File: src/rtl/alu_pkg.sv
// Shared opcode encodings, flag bit positions and buffer state type for the
// ALU result stage and its flag generator.
package alu_pkg;

  localparam int OP_AND = 0;
  localparam int OP_OR  = 1;
  localparam int OP_ADD = 2;
  localparam int OP_SUB = 3;
  localparam int OP_MOV = 4;
  localparam int OP_NOT = 5;
  localparam int OP_XOR = 6;
  localparam int OP_SLT = 7;

  localparam int FLAG_Z = 3;
  localparam int FLAG_N = 2;
  localparam int FLAG_C = 1;
  localparam int FLAG_V = 0;

  localparam int NUM_FLAGS = 4;
  localparam int DEPTH     = 2;

  // State names mirror the buffer occupancy (0, 1 or 2 entries).
  typedef enum logic [1:0] {
    ST_EMPTY = 2'd0,
    ST_ONE   = 2'd1,
    ST_FULL  = 2'd2
  } buf_state_t;

  // Only the arithmetic ops own the carry and overflow flags.
  function automatic logic op_is_arith(input int unsigned op);
    return (op == OP_ADD) || (op == OP_SUB);
  endfunction

endpackage

File: src/rtl/alu_flag_gen.sv
// Combinational Z/N/C/V generator; C and V fall back to the architectural
// flags for logical and move ops.
module alu_flag_gen
  import alu_pkg::*;
#(
  parameter int WIDTH = 8,
  parameter int OPW   = 3
) (
  input  logic [WIDTH-1:0] i_result,
  input  logic             i_cout,
  input  logic             i_ovf,
  input  logic [OPW-1:0]   i_op,
  input  logic [3:0]       i_status_flags,
  output logic [3:0]       o_flags
);

  logic w_arith;

  assign w_arith = op_is_arith(int'(unsigned'(i_op)));

  always_comb begin
    o_flags         = i_status_flags;
    o_flags[FLAG_Z] = (i_result == '0);
    o_flags[FLAG_N] = i_result[WIDTH-1];
    if (w_arith) begin
      o_flags[FLAG_C] = i_cout;
      o_flags[FLAG_V] = i_ovf;
    end
  end

endmodule

File: src/rtl/alu_result_stage.sv
// Registered ALU output stage: computes flags at push time and presents
// results through a 2-entry valid/ready buffer.
module alu_result_stage
  import alu_pkg::*;
#(
  parameter int WIDTH = 8,
  parameter int OPW   = 3,
  parameter int CNTW  = 16
) (
  input  logic             clk,
  input  logic             rst,
  input  logic             in_valid,
  output logic             in_ready,
  input  logic [WIDTH-1:0] in_result,
  input  logic             in_cout,
  input  logic             in_ovf,
  input  logic [OPW-1:0]   in_op,
  output logic             out_valid,
  input  logic             out_ready,
  output logic [WIDTH-1:0] out_result,
  output logic [3:0]       out_flags,
  output logic [3:0]       status_flags,
  output logic [CNTW-1:0]  retired
);

  buf_state_t       r_state;
  logic             r_in_ready;
  logic             r_out_valid;
  logic             r_wr_ptr;
  logic             r_rd_ptr;
  logic [3:0]       r_status_flags;
  logic [CNTW-1:0]  r_retired;
  logic [WIDTH-1:0] r_mem_result [DEPTH];
  logic [3:0]       r_mem_flags  [DEPTH];

  logic             w_push;
  logic             w_pop;
  logic [3:0]       w_new_flags;

  assign w_push = in_valid & r_in_ready;
  assign w_pop  = r_out_valid & out_ready;

  alu_flag_gen #(
    .WIDTH (WIDTH),
    .OPW   (OPW)
  ) u_flag_gen (
    .i_result       (in_result),
    .i_cout         (in_cout),
    .i_ovf          (in_ovf),
    .i_op           (in_op),
    .i_status_flags (r_status_flags),
    .o_flags        (w_new_flags)
  );

  // Handshake outputs are registered alongside the state, so in_ready
  // never depends combinationally on out_ready.
  always_ff @(posedge clk) begin
    if (rst) begin
      r_state     <= ST_EMPTY;
      r_in_ready  <= 1'b1;
      r_out_valid <= 1'b0;
    end else begin
      case (r_state)
        ST_EMPTY: begin
          if (w_push) begin
            r_state     <= ST_ONE;
            r_out_valid <= 1'b1;
            r_in_ready  <= 1'b1;
          end
        end
        ST_ONE: begin
          if (w_push && !w_pop) begin
            r_state    <= ST_FULL;
            r_in_ready <= 1'b0;
          end else if (w_pop && !w_push) begin
            r_state     <= ST_EMPTY;
            r_out_valid <= 1'b0;
          end
        end
        ST_FULL: begin
          if (w_pop) begin
            r_state    <= ST_ONE;
            r_in_ready <= 1'b1;
          end
        end
        default: begin
          r_state     <= ST_EMPTY;
          r_in_ready  <= 1'b1;
          r_out_valid <= 1'b0;
        end
      endcase
    end
  end

  always_ff @(posedge clk) begin
    if (rst) begin
      r_wr_ptr       <= 1'b0;
      r_rd_ptr       <= 1'b0;
      r_status_flags <= '0;
      r_retired      <= '0;
    end else begin
      if (w_push) begin
        r_wr_ptr       <= ~r_wr_ptr;
        r_status_flags <= w_new_flags;
      end
      if (w_pop) begin
        r_rd_ptr  <= ~r_rd_ptr;
        r_retired <= r_retired + 1'b1;
      end
    end
  end

  // Entries are cleared on reset so the head reads zero afterwards.
  generate
    for (genvar gi = 0; gi < DEPTH; gi++) begin : g_entry
      always_ff @(posedge clk) begin
        if (rst) begin
          r_mem_result[gi] <= '0;
          r_mem_flags[gi]  <= '0;
        end else if (w_push && (r_wr_ptr == gi[0])) begin
          r_mem_result[gi] <= in_result;
          r_mem_flags[gi]  <= w_new_flags;
        end
      end
    end
  endgenerate

  assign in_ready     = r_in_ready;
  assign out_valid    = r_out_valid;
  assign out_result   = r_mem_result[r_rd_ptr];
  assign out_flags    = r_mem_flags[r_rd_ptr];
  assign status_flags = r_status_flags;
  assign retired      = r_retired;

endmodule

File: config.mk
export PLATFORM = sky130hd
export DESIGN_NAME = alu_result_stage
export DESIGN_NICKNAME = d
export VERILOG_FILES = /design/src/rtl/alu_pkg.sv /design/src/rtl/alu_flag_gen.sv /design/src/rtl/alu_result_stage.sv
export SDC_FILE = /design/constraint.sdc
export NUM_CORES = 1
export LEC_CHECK = 0
export ABC_CLOCK_PERIOD_IN_PS = 1580
export BUFFER_PORTS_ARGS = -buffer_cell sky130_fd_sc_hd__buf_2
export CAP_MARGIN = 20
export CORE_MARGIN = 2
export CORE_UTILIZATION = 40
export DETAILED_ROUTE_END_ITERATION = 8
export PLACE_DENSITY = 0.62
export SKIP_CTS_REPAIR_TIMING = 1
export SYNTH_ARGS = -nofsm -noshare
export SYNTH_HDL_FRONTEND = slang
export SYNTH_SLANG_ARGS = --single-unit
File: constraint.sdc
create_clock -name clk -period 1.58 [get_ports clk]
set_clock_uncertainty 0.1 [all_clocks]
set_input_delay 0.158 -clock clk [delete_from_list [all_inputs] [get_ports clk]]
set_output_delay 0.158 -clock clk [all_outputs]
set_load 0.03 [all_outputs]
* After elaboration in Yosys (flattened, before gate mapping)
Memories as Yosys holds them, arrays and structs flattened. A register that Yosys moved wholly into a read port is not among the register bits.
Cells that the tools add are included.
** Word-level totals
- Bits in registers :: 26
- Bits in latches :: 0
- Memory bits (writable) :: 24
- ROM bits :: 0
- Input bits :: 17
- Output and inout port bits :: 34
- Logic and storage cells :: 70
- Memories kept :: 2
** Cells by class
- Add/subtract/negate cells :: 1
- $mul :: 0
- Div/mod/pow operators :: 0
- Order comparisons :: 0
- Eq/ne operators :: 10
- Shift-type cells :: 0
- Multiplexer cells :: 29
- Bitwise gates (word level) :: 9
- Reductions and logical operators :: 12
** Memories
- r_mem_result :: depth 2, width 8, rd ports 1, clocked after Yosys merged registers in 1, wr ports 2, RTL line alu_result_stage.sv:33 : logic [WIDTH-1:0] r_mem_result [DEPTH];
- r_mem_flags :: depth 2, width 4, rd ports 1, clocked after Yosys merged registers in 1, wr ports 2, RTL line alu_result_stage.sv:34 : logic [3:0] r_mem_flags [DEPTH];
** Operators by type and width (number)
- 2-to-1 mux 1 bit :: 17
- adder 16 x 1 -> 16 bit, second input constant :: 1
- 2-to-1 mux 8 bit :: 2
- 2-to-1 mux 2 bit :: 5
- != test 2 bit, second input constant :: 5
- zero test 8 bit :: 1
- 2-to-1 mux 4 bit :: 2
- == test 3 x 2 -> 1 bit, second input constant :: 2
- one-hot mux 1 bit (3 select lines) :: 2
- one-hot mux 2 bit (3 select lines) :: 1
- AND reduction 3 bit :: 2
- logical AND 1 bit :: 4
- OR 1 bit :: 4
- AND reduction 4 bit :: 1
- != test 3 bit, second input constant :: 1
- inverter 1 bit :: 3
- AND 1 bit :: 2
- == test 2 x 1 -> 1 bit, second input constant :: 1
- == test 2 bit, second input constant :: 1
- zero test 1 bit :: 2
- zero test 2 bit :: 1
- logical OR 1 bit :: 1

* Logic depth before layout (Yosys ltp)
Gate-level depths: netlist (run 1).
- Depth after elaboration :: 6
- Mapped depth :: 7
- Gate-level depth less buffers :: 6

* Cells and area by module
From an unflattened synthesis (run 1), not the netlist that was laid out.
** Unflattened totals
- Cell total of the unflattened synthesis :: 207
- Area total of the unflattened synthesis :: 2263.4 µm²
** By module, submodules not included
- alu_result_stage :: times used 1, cells an instance 200, area each 2208.4 µm², sequential area each 1261.2 µm²
- alu_flag_gen :: times used 1, cells an instance 7, area each 55.1 µm², sequential area each 0.0 µm²

* Worst setup path before layout (run 1)
OpenSTA, ideal clock, no wires.
- Path type :: register to register
- Start point :: register r_out_valid (netlist: out_valid)
- End point :: register r_retired[15] (netlist: retired[15])
- Setup time :: 0.071 ns
- Arrival time :: 1.834 ns
- Required time :: 1.409 ns
- Setup slack :: -0.425 ns
- Stages on the path, launching flop included :: 6
- Path buffers :: 1
- Clock period less this slack :: 2.005 ns
- Cells stage by stage :: dfxtp_1 -> buf_2 -> nand3_2 -> or4_4 -> or3_1 -> a21oi_1
** Between the ends
- Longest elaborated chain between the ends :: 1
** Ends and longest elaborated chain
- start, declared :: RTL line alu_result_stage.sv:28 : logic r_out_valid;
- start signal, assigned :: RTL line alu_result_stage.sv:61 : r_out_valid <= 1'b0;
- start signal, assigned :: RTL line alu_result_stage.sv:67 : r_out_valid <= 1'b1;
- start signal, assigned :: RTL line alu_result_stage.sv:77 : r_out_valid <= 1'b0;
- AND 1 bit :: RTL line alu_result_stage.sv:41 : assign w_pop = r_out_valid & out_ready;
- end signal, assigned :: RTL line alu_result_stage.sv:108 : r_retired <= r_retired + 1'b1;
- end, declared :: RTL line alu_result_stage.sv:32 : logic [CNTW-1:0] r_retired;
No other way between the ends.
A chain may end at the register's enable or synchronous reset.

* Worst setup path in the final report (run 1)
- Start point :: register r_retired[10] (netlist: retired[10])
- End point :: register r_retired[13] (netlist: retired[13])
** Between the ends
- Longest elaborated chain between the ends :: 1
** Ends and longest elaborated chain (RTL line)
- adder 16 x 1 -> 16 bit :: alu_result_stage.sv:108
No other way between the ends.

==> results.yml, run 1 <==
run_status:
  status: "finished with violations"
  violations: "negative setup slack"
power:
  p_per_area_nw_per_um2: 936
  finalPower_mw: 2.73
  p_leak_nw: 1.26
  ir_drop_mv: 0.412
cells_and_area:
  drive_above_1_share: 0.422
  area_growth_syn_to_layout_pct: 35.4
  final_cell_mix: "37 x buf_2, 25 x nor2_1, 22 x edfxtp_1, 21 x buf_4, 16 x nand2_1"
  diodes: 0
  fin_cells: 347
  fin_area_um2: 2920
  mostFrequentLayoutCell: "buf_2"
  nNetsFinal: 296
die:
  core_um2: 5140
  start_util: 0.419
  dieArea_um2: 5990
  die_y_um: 77.4
  top_level_ports: 51
  core.rowCount: 26
  die_w_um: 77.4
sta:
  setup_ws_ns: -0.0377
  hold-worst-slack_ns: 0.00571
  fin_crit_sh: 1.02
  worst_slew_pin_slew_ns: 0.436
  max_freq_mhz: 618
  finalSetupTns_ns: -0.0425
  maxSlewHeadroom: 0.708
  setup-violations-final: 2
  period_minus_slack_ns: 1.62
  rsz0062_at_grt: "yes"
  maxSlewViolCount: 0
  final_hold_viol_count: 0
global_routing:
  antenna_found_initial: 0
  grt_pass1_wl_mm: 7.14
  grtUsageTotal: 0.150
  grt_max_degree: 17
  grt_pass1_vias: 1550
  grt_overflow: 0
yosys:
  syn_area_per_cell_um2: 10.6
  synthFlopType: "dfxtp_1"
  synthCells: 204
  ys_ff_latch: 49
  synth_warnings: 0
  syn_nets: 224
  ys_async_sr_fraction: 0
  syn_area_um2: 2150
  yosys.cell_types.count: 36
  synth-edff-count: 22
  yosysSeqAreaShare: 0.557
worst_setup_path:
  r2r_slack_ns: -0.04
  startpoint_type: "register"
  cp_max_fo: 4
  cp_slowest_cell: "or4_4"
  cp_slowest_stage_delay_ns: 0.56
  crit_arrival_ns: 1.75
  crit_path_cell_trace: "nand4_1 > or4_4 > or3_1 > a21oi_1"
  cp_top_family: "simple AND/OR/NAND/NOR gates"
  end_kind: "register"
  path_class: "register to register"
  crit_buf_inv: 0
  cp.required_ns: 1.71
clock_network:
  cts_buffer_depth: 2
  cts.sinks: 49
  root_buffer: "clkbuf_8"
  cts_tree: "done"
  cts.clk_slew.worst_paths_ns: 0.09
  clock_latency_ns: 0.30
  numCtsBuffers: 5
  htreeDepth: 2
placed_design:
  portBuffers: 49
  placed_cell_area_um2: 2670
  place_inst: 337
  gp_congestion: 0.724
  dpl.hpwl_mm: 3.15
drt:
  ant_nets: 0
  wl_per_cell_um: 12.9
  vias: 1704
  viasPerCell: 4.91
  drtPass1Iterations: 4
  routed_wl_mm: 4.49
  drt_iter0_markers: 55
  drc: 0
job:
  cap_viol_max_count: 0
worst_hold_path:
  hp-class: "input port to register"
## area by class of cell
| class | count | area [µm²] |
|---|---|---|
| Tap cell | 70 | 87.6 |
| Clock inverter | 3 | 21.3 |
| Inverter | 6 | 22.5 |
| Timing Repair Buffer | 73 | 520 |
| Sequential cell | 49 | 1230 |
| Fill cell | 484 | 2220 |
| Clock buffer | 5 | 68.8 |
| Multi-Input combinational cell | 141 | 963 |
## per-layer routing
metal / global-route usage / up-vias / part of all wire / wire (µm)
li1: - / 862 / - / -
met4: 0.0482 / 0 / 0.0056 / 25
met2: 0.249 / 34 / 0.51 / 2280
met5: 0 / - / 0 / 0
met3: 0.0267 / 2 / 0.033 / 149
met1: 0.201 / 806 / 0.45 / 2040
## power by group
part           internal [mW]  switching, mW  leakage [nW]
Combinational          0.248          0.305         0.757
Sequential              1.40         0.0423         0.461
Clock                  0.314          0.418        0.0445
## worst register-to-register path, cell delays in order (launching register included)
cell and delay [ns]:
dfxtp_2 0.34, nand4_1 0.09, or4_4 0.56, or3_1 0.32
a21oi_1 0.14
## cells by family (layout without fill, tap and decap cells)
group,count (synthesis),in the layout,share of synthesized area
XOR/XNOR,13,13,0.0528
adder cells (fa/ha/maj),3,3,0.0174
buffers and inverters,14,87,0.0267
AND/OR/NAND/NOR,90,90,0.214
AO/OA/AOI/OAI,20,20,0.0552
flip-flops,49,49,0.557
multiplexers,15,15,0.0761
## path summary, 6_finish.rpt
| kind | from | endpoint | depth (start not counted) |
|---|---|---|---|
| max | retired[10] | retired[13] | 4 |
| min | in_ovf | status_flags[0] | 3 |
| max reg2reg | retired[10] | retired[13] | 4 |
| min reg2reg | status_flags[2] | status_flags[2] | 2 |
## state kept, by name, indices dropped and copies added (netlist names), named ones only
name / count
in_ready: 1
out_valid: 1
r_mem_flags: 8
r_mem_result: 14
r_rd_ptr: 1
r_state: 2
r_wr_ptr: 1
retired: 16
status_flags: 4
## cells in the mapped netlist, drive strengths merged, types with 2 or more instances
library cell | count | share of area
inv | 6 | 0.010
o21ai | 6 | 0.014
nand4 | 5 | 0.015
a31oi | 2 | 0.0058
clkbuf | 6 | 0.010
mux2 | 11 | 0.057
nand3 | 4 | 0.012
ha | 3 | 0.017
mux2i | 4 | 0.019
or3 | 4 | 0.012
buf | 2 | 0.0058
nand2b | 2 | 0.0058
nor4 | 4 | 0.012
xnor2 | 6 | 0.024
and2 | 8 | 0.023
xor2 | 7 | 0.028
and3 | 9 | 0.026
nand2 | 17 | 0.030
nor3 | 5 | 0.012
edfxtp | 22 | 0.31
nor2 | 26 | 0.045
dfxtp | 27 | 0.25
a21oi | 7 | 0.016
## per-stage QoR
step / util / setup slack, ns
finish: 0.568 / -0.0377
detailed placement: 0.520 / -0.0332
global route: 0.568 / -0.131
CTS: 0.537 / -0.0630
global placement: 0.520 / -0.0428
floorplan: - / -0.162
(Power assumes the default switching activity.)
==> run 2: changes to the inputs <==
--- a/constraint.sdc
+++ b/constraint.sdc
@@ -4,2 +4,2 @@
 set_output_delay 0.158 -clock clk [all_outputs]
-set_load 0.03 [all_outputs]
+set_load 0.01 [all_outputs]
==> results.yml, run 2 (same netlist as run 1, synthesis figures left out) <==
worst_setup_path:
  path_class: "register to register"
  startpoint_type: "register"
  crit_arrival_ns: 1.75
  end_kind: "register"
  cp_max_fo: 5
  cp.required_ns: 1.72
power:
  p_leak_nw: 1.28
  finalPower_mw: 2.91
  ir_drop_mv: 0.396
  p_per_area_nw_per_um2: 997
cells_and_area:
  final-seq-area_um2: 1220
  nNetsFinal: 301
  mostFrequentLayoutCell: "buf_2"
  diodes: 0
  final_cell_mix: "48 x buf_2, 25 x nor2_1, 25 x buf_4, 22 x edfxtp_1"
  fin_cells: 352
  n_fill_cell: 494
  multi_input_area_um2: 955
  largest_reg_flops: 16
  drive_above_1_share: 0.426
  area_growth_syn_to_layout_pct: 35.5
global_routing:
  grt_overflow: 0
  gr-usage-met1: 0.183
  use_met3: 0.0453
  grtUsageTotal: 0.156
  grt-busiest-layer: "met2"
  antenna_found_initial: 0
  use_met2: 0.273
  grt_pass1_wl_mm: 7.31
  grt_pass1_vias: 1619
  grt_max_degree: 17
die:
  core.rowCount: 26
  top_level_ports: 51
  start_util: 0.419
  dieArea_um2: 5990
  die_w_um: 77.4
  die_y_um: 77.4
  core_um2: 5140
run_status:
  violations: "negative setup slack"
  status: "finished with violations"
sta:
  worst_slew_pin_slew_ns: 0.433
  maxSlewHeadroom: 0.710
  max_freq_mhz: 620
  final_hold_viol_count: 0
  setup-violations-final: 2
  setup_ws_ns: -0.0328
  finalSetupTns_ns: -0.0499
  fin_crit_sh: 1.02
  maxSlewViolCount: 0
  period_minus_slack_ns: 1.61
  rsz0062_at_grt: "yes"
job:
  cap_viol_max_count: 0
clock_network:
  cts.sinks: 49
  cts.clk_slew.worst_paths_ns: 0.09
  clock_latency_ns: 0.30
  numCtsBuffers: 5
  cts_buffer_depth: 2
  cts_tree: "done"
  root_buffer: "clkbuf_8"
  htreeDepth: 2
placed_design:
  gp_congestion: 0.754
  portBuffers: 49
  dpl.hpwl_mm: 3.26
  place_inst: 342
  place_ws_ns: -0.0546
drt:
  routed_wl_mm: 4.46
  viasPerCell: 4.87
  wl_per_cell_um: 12.7
  vias: 1714
  drtPass1Iterations: 4
  ant_nets: 0
  drt_iter0_markers: 57
  drc: 0
worst_hold_path:
  hp-class: "input port to register"
run 2: cell types whose count changed in the layout (fill, tap and decap cells not counted), sizes merged:
cell / delta
buf: +5
bufinv: +2
clkinvlp: -1
inv: -1
run 2: final timing paths:
path / depth (start not counted) / slack, ns / start / to
setup reg to reg: 4 / -0.03 / retired[2] / retired[13]
hold / removal: 3 / 0.01 / in_ovf / status_flags[0]
hold reg to reg: 2 / 0.37 / status_flags[2] / status_flags[2]
setup / recovery: 4 / -0.03 / retired[2] / retired[13]
run 2: through the flow:
stage / hold slack (ns) / instance area, µm² / util
floorplan: 0.194 / 2180 / -
global placement: 0.312 / 2700 / 0.525
detailed placement: 0.323 / 2700 / 0.525
CTS: 0.00622 / 2830 / 0.551
global route: 0.0136 / 2920 / 0.568
finish: 0.0111 / 2920 / 0.568
run 2: layer usage:
layer,part of all wire,vias to the layer above
met1,0.44,810
met3,0.041,2
met5,0,-
li1,-,868
met4,0.0047,0
met2,0.51,34
run 2: layout make-up:
cell class	count	share of cell area
well taps	70	0.0300
clock inverters	3	0.0223
repair buffers	78	0.172
multi-input cells	141	0.327
flip-flops and latches	49	0.418
clock buffers	5	0.0236
inverters	6	0.00771
run 2: where the power goes:
| part | leakage, nW | switching (mW) | internal [mW] | total (mW) |
|---|---|---|---|---|
| registers | 0.458 | 0.0407 | 1.41 | 1.45 |
| logic | 0.757 | 0.210 | 0.214 | 0.425 |
| clock network | 0.0681 | 0.411 | 0.629 | 1.04 |
run 2: worst max-delay path: stages, from the launching register on:
cell and delay (ns):
dfxtp_1 0.35, nand3_2 0.08, or4_4 0.57, or3_4 0.35, a21oi_2 0.11
==> run 3: changes to the inputs <==
Settings changed: CORE_UTILIZATION 40 to 45, PLACE_DENSITY 0.62 to 0.68.
==> results.yml, run 3 (same netlist as run 1, synthesis figures left out) <==
cells_and_area:
  mostFrequentLayoutCell: "buf_2"
  area_growth_syn_to_layout_pct: 31.6
  drive_above_1_share: 0.420
  diodes: 0
  fin_area_um2: 2840
  nNetsFinal: 300
  largest_reg_flops: 16
  final_cell_mix: "49 x buf_2, 25 x nor2_1, 25 x buf_4, 22 x edfxtp_1, 16 x dfxtp_1"
sta:
  rsz0062_at_grt: "yes"
  maxSlewViolCount: 0
  final_hold_viol_count: 0
  setup-violations-final: 2
  max_freq_mhz: 620
  maxSlewHeadroom: 0.748
  fin_crit_sh: 1.02
  setup_ws_ns: -0.0317
  worst_slew_pin_slew_ns: 0.376
  finalSetupTns_ns: -0.0574
  period_minus_slack_ns: 1.61
run_status:
  violations: "negative setup slack"
  status: "finished with violations"
die:
  dieArea_um2: 5360
  die_w_um: 73.2
  top_level_ports: 51
  start_util: 0.462
  core_um2: 4660
  die_y_um: 73.2
  core.rowCount: 25
power:
  finalPower_mw: 2.69
  seq_power_share: 0.537
  p_clk_frac: 0.319
  p_leak_nw: 1.25
  p_switching_mw: 0.631
  switching_share: 0.234
  comb_power_share: 0.145
  p_per_area_nw_per_um2: 949
  p_int_mw: 2.06
  ir_drop_mv: 0.523
global_routing:
  grt_overflow: 0
  grt_pass1_wl_mm: 7.26
  antenna_found_initial: 0
  grt_pass1_vias: 1671
  grtUsageTotal: 0.176
  grt_max_degree: 19
drt:
  vias: 1687
  drtPass1Iterations: 4
  viasPerCell: 5.04
  drc: 0
  wl_per_cell_um: 12.9
  drt_iter0_markers: 56
  ant_nets: 0
  routed_wl_mm: 4.33
worst_setup_path:
  worstReg2RegEnd: "retired[13]"
  cp_max_fo: 4
  cp.required_ns: 1.72
  r2r-start: "out_valid"
  r2r_slack_ns: -0.03
  startpoint_type: "register"
  critPathLaunch: "out_valid"
  crit_end: "retired[13]"
  path_class: "register to register"
  end_kind: "register"
  crit_arrival_ns: 1.75
  reg2regPathDepth: 4
placed_design:
  portBuffers: 49
  gp_congestion: 0.749
  dpl.hpwl_mm: 3.09
  placed_cell_area_um2: 2680
  place_ws_ns: -0.0472
clock_network:
  cts_tree: "done"
  cts_buffer_depth: 2
  cts.sinks: 49
  clock_latency_ns: 0.29
  htreeDepth: 2
  numCtsBuffers: 5
  root_buffer: "clkbuf_8"
  cts.clk_slew.worst_paths_ns: 0.08
worst_hold_path:
  hp-class: "input port to register"
  hold_start: "in_ovf"
job:
  cap_viol_max_count: 0
[run 3: cell types whose count changed in the layout (fill, tap and decap cells not counted), moves of 2 or more]
| cell | previous run | this run |
|---|---|---|
| buf_6 | 3 | 1 |
| mux2_2 | 5 | 11 |
| mux2_4 | 6 | 0 |
| o21ai_0 | 6 | 4 |
| o21ai_1 | 0 | 2 |
[run 3: worst max-delay path, stage by stage, from the launching register on]
cell and delay [ns]:
dfxtp_2 0.34, nand3_2 0.08, or4_4 0.56, or3_1 0.34, a21oi_2 0.14
[run 3: area by class of cell]
| type | count | area, µm² |
|---|---|---|
| fillers | 411 | 1820 |
| flip-flops and latches | 49 | 1220 |
| multi-input cells | 141 | 936 |
| repair buffers | 77 | 484 |
| clock buffers | 6 | 72.6 |
| well taps | 54 | 67.6 |
| clock inverters | 2 | 33.8 |
| inverters | 6 | 22.5 |
[run 3: per-stage QoR]
| step | instances | utilization | hold slack, ns |
|---|---|---|---|
| 2_1_floorplan | 204 | - | 0.194 |
| 3_3_place_gp | 326 | 0.574 | 0.317 |
| 3_5_place_dp | 326 | 0.574 | 0.325 |
| 4_1_cts | 334 | 0.597 | 0.0159 |
| 5_1_grt | 335 | 0.609 | 0.0436 |
| 6_report | 335 | 0.609 | 0.0229 |
[run 3: per-layer routing]
layer | share of wire | GRT usage | up-vias | wire (µm)
li1 | - | - | 868 | -
met1 | 0.44 | 0.201 | 777 | 1910
met2 | 0.50 | 0.315 | 36 | 2160
met3 | 0.046 | 0.0470 | 6 | 198
met4 | 0.013 | 0.0556 | 0 | 57
met5 | 0 | 0 | - | 0
[run 3: worst min-delay path by stage]
stage	endpoint	slack (ns)	depth (start not counted)
after floorplan	status_flags[2]	0.19	2
after global placement	status_flags[0]	0.32	3
after detailed placement	status_flags[0]	0.33	3
after CTS	status_flags[0]	0.02	3
after global routing	status_flags[2]	0.04	3
final	status_flags[0]	0.02	3
[run 3: power groups by stage]
stage               sequential [mW]  combinational (mW)  clock, mW
finish                         1.44               0.389      0.858
global route                   1.45               0.434      0.937
CTS                            1.44               0.390      0.888
detailed placement             1.47               0.387          0
global placement               1.47               0.382          0
floorplan                      1.47               0.230          0
